===== src/rtl/alu_muldiv_sequencer.sv =====
// Multi-cycle MULTU/DIVU sequencer. It borrows the shared 32-bit ALU for one add or
// subtract per cycle and leaves the 64-bit result in the HI/LO pair.
module alu_muldiv_sequencer #(
  parameter int WIDTH = 32,
  parameter int CNT_W = 5
) (
  input  logic             clk,
  input  logic             rst_n,
  input  logic             start,
  input  logic             op,
  input  logic [WIDTH-1:0] src_a,
  input  logic [WIDTH-1:0] src_b,
  output logic             busy,
  output logic             done,
  output logic             div_by_zero,
  output logic [WIDTH-1:0] hi,
  output logic [WIDTH-1:0] lo,
  output logic [WIDTH-1:0] alu_a,
  output logic [WIDTH-1:0] alu_b,
  output logic [3:0]       alu_ctrl,
  output logic [4:0]       alu_shamt,
  input  logic [WIDTH-1:0] alu_out
);

  typedef enum logic [1:0] {S_IDLE, S_MUL, S_DIV, S_DONE} state_t;

  localparam logic [3:0] ALU_ADD = 4'b0000;
  localparam logic [3:0] ALU_SUB = 4'b0001;

  state_t           r_state, w_state_nxt;
  logic [CNT_W-1:0] r_cnt;
  logic [WIDTH-1:0] r_x_hi;   // acc_hi (MUL) / partial remainder R (DIV)
  logic [WIDTH-1:0] r_x_lo;   // acc_lo (MUL) / quotient shifter Q (DIV)
  logic [WIDTH-1:0] r_opnd;   // multiplicand (MUL) / divisor D (DIV)
  logic [WIDTH-1:0] r_hi, r_lo;
  logic             r_dbz;

  logic             w_last;
  logic             w_carry;
  logic             w_ge;
  logic [WIDTH-1:0] w_shift;
  logic [WIDTH-1:0] w_hi_nxt, w_lo_nxt;

  assign hi          = r_hi;
  assign lo          = r_lo;
  assign div_by_zero = r_dbz;
  assign alu_shamt   = '0;
  assign w_last      = (r_cnt == {CNT_W{1'b1}});

  always_ff @(posedge clk or negedge rst_n) begin
    if (!rst_n) r_state <= S_IDLE;
    else        r_state <= w_state_nxt;
  end

  // NOTE: every output of this block gets a default before the case, so no path leaves one unassigned and no latch is inferred.
  always_comb begin
    w_state_nxt = r_state;
    busy        = 1'b0;
    done        = 1'b0;
    alu_a       = '0;
    alu_b       = '0;
    alu_ctrl    = ALU_ADD;
    case (r_state)
      S_IDLE: begin
        if (start) begin
          if (!op)              w_state_nxt = S_MUL;
          else if (src_b == '0) w_state_nxt = S_DONE;
          else                  w_state_nxt = S_DIV;
        end
      end
      S_MUL: begin
        busy  = 1'b1;
        alu_a = r_x_hi;
        alu_b = r_x_lo[0] ? r_opnd : '0;
        if (w_last) w_state_nxt = S_DONE;
      end
      S_DIV: begin
        busy     = 1'b1;
        alu_ctrl = ALU_SUB;
        alu_a    = w_shift;
        alu_b    = r_opnd;
        if (w_last) w_state_nxt = S_DONE;
      end
      S_DONE: begin
        done        = 1'b1;
        w_state_nxt = S_IDLE;
      end
      default: w_state_nxt = S_IDLE;
    endcase
  end

  // Per-step datapath. The carry out of the add is recovered by an unsigned wrap compare.
  always_comb begin
    w_shift  = {r_x_hi[WIDTH-2:0], r_x_lo[WIDTH-1]};
    w_carry  = (alu_out < r_x_hi);
    w_ge     = r_x_hi[WIDTH-1] | (w_shift >= r_opnd);
    w_hi_nxt = r_x_hi;
    w_lo_nxt = r_x_lo;
    if (r_state == S_MUL) begin
      {w_hi_nxt, w_lo_nxt} = {w_carry, alu_out, r_x_lo[WIDTH-1:1]};
    end else if (r_state == S_DIV) begin
      w_hi_nxt = w_ge ? alu_out : w_shift;
      w_lo_nxt = {r_x_lo[WIDTH-2:0], w_ge};
    end
  end

  // NOTE: state is updated with non-blocking assignments so that every register samples pre-edge values.
  always_ff @(posedge clk or negedge rst_n) begin
    if (!rst_n) begin
      r_cnt  <= '0;
      r_x_hi <= '0;
      r_x_lo <= '0;
      r_opnd <= '0;
      r_hi   <= '0;
      r_lo   <= '0;
      r_dbz  <= 1'b0;
    end else begin
      case (r_state)
        S_IDLE: begin
          if (start) begin
            r_cnt <= '0;
            r_dbz <= 1'b0;
            if (!op) begin
              r_x_hi <= '0;
              r_x_lo <= src_b;
              r_opnd <= src_a;
            end else if (src_b != '0) begin
              r_x_hi <= '0;
              r_x_lo <= src_a;
              r_opnd <= src_b;
            end else begin
              r_hi  <= src_a;
              r_lo  <= '1;
              r_dbz <= 1'b1;
            end
          end
        end
        S_MUL, S_DIV: begin
          r_cnt  <= r_cnt + CNT_W'(1);
          r_x_hi <= w_hi_nxt;
          r_x_lo <= w_lo_nxt;
          if (w_last) begin
            r_hi <= w_hi_nxt;
            r_lo <= w_lo_nxt;
          end
        end
        default: ;
      endcase
    end
  end

endmodule

===== config.mk =====
export PLATFORM = sky130hd
export DESIGN_NAME = alu_muldiv_sequencer
export DESIGN_NICKNAME = d
export VERILOG_FILES = /design/src/rtl/alu_muldiv_sequencer.sv
export SDC_FILE = /design/constraint.sdc
export NUM_CORES = 1
export LEC_CHECK = 0
export ABC_AREA = 1
export ABC_CLOCK_PERIOD_IN_PS = 4520
export BUFFER_PORTS_ARGS = -buffer_cell sky130_fd_sc_hd__buf_4
export CORE_AREA = 4 4 155 157
export CTS_BUF_LIST = sky130_fd_sc_hd__clkbuf_4
export DETAILED_ROUTE_END_ITERATION = 8
export DIE_AREA = 0 0 159 161
export HOLD_SLACK_MARGIN = 0.1
export PLACE_DENSITY = 0.82
export SKIP_CTS_REPAIR_TIMING = 1
export SLEW_MARGIN = 20
export SYNTH_ARGS = -nofsm -noshare
export SYNTH_HDL_FRONTEND = slang
export SYNTH_SLANG_ARGS = --single-unit

===== constraint.sdc =====
create_clock -name clk -period 4.52 [get_ports clk]
set_input_delay 0.678 -clock clk [delete_from_list [all_inputs] [get_ports clk]]
set_output_delay 0.678 -clock clk [all_outputs]
set_load 0.01 [all_outputs]

==> results <==
- The flow ran to the end, and the final reports show no timing, DRC or antenna violations.
- The launching element type of the critical path is a register.
- The minimum setup slack in the final design is 0.784 ns.
- The final setup violation count is 0.
- The post-synthesis sequential area ratio is a little under two fifths.
- The worst pin sits at a relative slew slack of 31.5%.
- The post-synthesis to final-layout area growth is 18.3%.
- After the first detailed-routing iteration, the DRC count stood at roughly 1,200.
- STA classifies the critical path endpoint as an output pin.
- At the end of routability-driven placement, the weighted congestion stood at between 0.9 and 1.
- At the worst endpoint, the required time is ~3.8 ns.
- Clock tree synthesis found a total of 168 sinks.
- The peak supply drop is about 380 uV.
- The number of routed nets with antenna violations is 0.
- The design draws 0.00972 W.
- Counting distinct cell types in the post-synthesis netlist gives 35.
- Max-cap violations in this run came to 0.
- In this run, CTS created clock tree buffers numbering 17.
- The cell count after placement is 1,956.
- The minimum clock period after layout is 3.74 ns.
- Detailed placement finished with a half-perimeter wire length of 26.9 mm.
- The final layout contains routed wiring with a total length of 35.7 mm.
- The number of antenna violations at the first check in global routing is 1.
- Summing every instance area after synthesis gives 11,200 sq um.
- The TritonCTS clock tree is built.
- The via count of the first global-routing pass came to 10,600.
- Entering global routing, the biggest net connects 101 pins.
- Among all stages on the critical path, the largest delay is contributed by ha_2.
- Setup slack on the worst reg-to-reg path comes out at 1.21 ns.
- The post-synthesis instance total is 1,529.
- The post-route netlist has 17.4% of its cells at a drive strength greater than 1.
- Timing would allow up to ~270 MHz.
- The count of standard-cell rows is 55.
- At the pin with the least slew margin, the transition time is 1.03 ns.
- Traced cell by cell, the critical path runs through inv_1 -> ha_2 -> clkinv_1 -> o21ai_0 -> nand2_2 -> nor2_1 -> buf_4.
- The clock latency on the worst-skew pair is slightly below 0.6 ns.
- After synthesis, the largest area contributor takes up roughly 38% of total cell area.
- The final layout net count is approximately 1,900.
- The initial utilization of the core area, before any placement, comes to 49.6%.
- The number of pins exceeding their max-slew limit in the final report is 0.
- By area the synthesized netlist is led by dfrtp_1 38%, nand2_1 11%, a21oi_1 8.5%.
- After layout, the worst path uses between 80 and 90% of the clock period.
- The cell area power density is between 700 and 800 nW/um^2.
- Summed over all cells, the static leakage comes to about 6.5 nW.
- The classification of the worst-slack hold path is in -> async.
- The synthesized design spends more area on one cell type than any other, namely dfrtp_1.
- In this run the mean area of a mapped cell was 7.30 sq um.
- Setup repair after global routing left no endpoint under its margin.
- The width of the die is 159 microns.
- The total overflow left after global routing is 0.
- The highest cell delay on the worst timing path is approximately 0.61 ns.
- Of all nets on the critical path, the largest fanout is 34.
- The root buffer selected by CTS is clkbuf_4.
- The number of remaining DRC errors is 0.
- The routed length per instance is 17.9 microns.
- The number of buffers inserted by port buffering is 231.
- The Yosys warning count is 0.
- The first global-routing pass estimated 56.7 mm of wire.
- The final hold violation count is 0.
- The count of state elements after synthesis is 168.
- The final worst clock skew is between 0.02 and 0.03 ns.
- Cells fill about three fifths of the core in the end.
- The average vias per placed instance is 5.75.
- The category of the critical setup timing path is reg -> out.
- The die is 161 microns tall.
- The floorplan step defined a die boundary enclosing 25,600 sq um.
- On the critical path the largest part of the delay comes from simple AND/OR/NAND/NOR gates.
- The register clock-pin slew on the reported worst setup and hold paths is 0.13 ns.
- The number of iterations in the first detailed-routing pass is 9.
- The number of I/O pins is 240.
- Counting the fill cells in the layout gives 2,134.
- The buffering stage count on the worst path with inverters included is 3.
- The clock passes through at most 2 buffers.
- The core region is 22,500 sq um.
- The count of H-tree levels built during CTS is 4.
- The count of cells in the finished layout, fillers not included, comes to 1,989.
- The pre-CTS setup slack is 1.28 ns.
- The routed layout has 11,400 vias.
- The arrival time at the worst endpoint is 3.06 ns.
- The setup TNS is 0 ns.
- The global routing usage summed across all routing layers is 27.2%.
power breakdown:
group          internal [W]  switching [W]
logic               0.00218        0.00404
clock network      0.000288       0.000540
registers           0.00222       0.000455
cells by family after synthesis:
family                   Yosys count  share of synthesized area, %
AND/OR/NAND/NOR                  441                          15.6
other                              1                        0.0336
buffers and inverters            291                          10.8
AO/OA/AOI/OAI                    559                          28.2
adder cells (fa/ha/maj)           69                          7.74
flip-flops                       168                          37.7
registers in the layout, summed over array words and instances, names as in the netlist:
| signal | flops |
|---|---|
| r_state | 2 |
| hi | 32 |
| div_by_zero | 1 |
| lo | 32 |
| r_x_hi | 32 |
| r_x_lo | 32 |
| r_cnt | 5 |
| r_opnd | 32 |
layout by cell type, fill, tap and decap left out, types with 3 or more instances in the layout:
cell type and n:
nor3_1 5, buf_4 242, a21oi_1 188, nand4_1 7
clkbuf_4 20, a22oi_1 29, ha_1 67, o21ai_0 137
buf_12 4, a31oi_1 31, o31ai_1 31, inv_1 174
o21ai_1 83, nor4_1 10, dfrtp_1 168, conb_1 8
o211ai_1 35, nor2_1 87, o21a_1 3, inv_2 3
clkinv_1 3, nand3_1 10, a211oi_1 9, clkinvlp_4 3
nand2_1 315, clkinv_4 4, clkinv_2 3, o21ai_2 6
area by class of cell:
type,count,area [sq um],share of cell area [%]
antenna,1,2.50,0.0190
clock buffer,20,150,1.14
clock inverter,12,105,0.796
inverter,179,673,5.10
multi-input combinational,1077,5800,43.9
sequential,168,4200,31.8
tap,285,357,2.70
timing repair buffer,247,1910,14.5
synth_stat cells (all sizes together):
library cell    n
dfrtp         168
o311ai          1
ha             69
clkinv          2
a211oi          9
inv           177
o21a            3
nand4           7
nand2         318
conb            1
nor4           10
nor2           88
a31oi          31
o31ai          31
o21ai         226
o22ai           2
o211ai         35
a21o            1
clkbuf         61
a21oi         189
o221ai          2
or2             2
nand3          11
nor3            5
buf            51
a22oi          29
final timing paths:
check | start | cells after the start | endpoint
worst min register to register | r_x_lo[5]$_DFFE_PN0P_ | 2 | r_x_lo[5]$_DFFE_PN0P_
worst min-delay path | rst_n | 1 | r_x_lo[25]$_DFFE_PN0P_
min in group clk | src_a[8] | 3 | r_opnd[8]$_DFFE_PN0P_
max in group asynchronous | rst_n | 2 | r_x_hi[10]$_DFFE_PN0P_
worst max register to register | r_state[1]$_DFFE_PN0P_ | 11 | hi[21]$_DFFE_PN0P_
worst max-delay path | r_state[0]$_DFFE_PN0P_ | 7 | alu_b[15]
through the flow:
stage	cell area [sq um]	hold slack, ns
global placement	12900	0.463
floorplan	11200	0.382
CTS	13200	0.206
detailed placement	12900	0.469
global route	13200	0.232
finish	13200	0.195
layer usage:
| layer | up-vias | part of all wire (%) | GRT usage [%] | wire, microns |
|---|---|---|---|---|
| met5 | - | 0 | 0 | 0 |
| met4 | 0 | 3.4 | 9.70 | 1200 |
| li1 | 5491 | - | - | - |
| met3 | 69 | 7.4 | 4.01 | 2630 |
| met1 | 5341 | 45 | 39.2 | 15900 |
| met2 | 533 | 45 | 41.9 | 16000 |
Power figures use the tool's default switching activity.
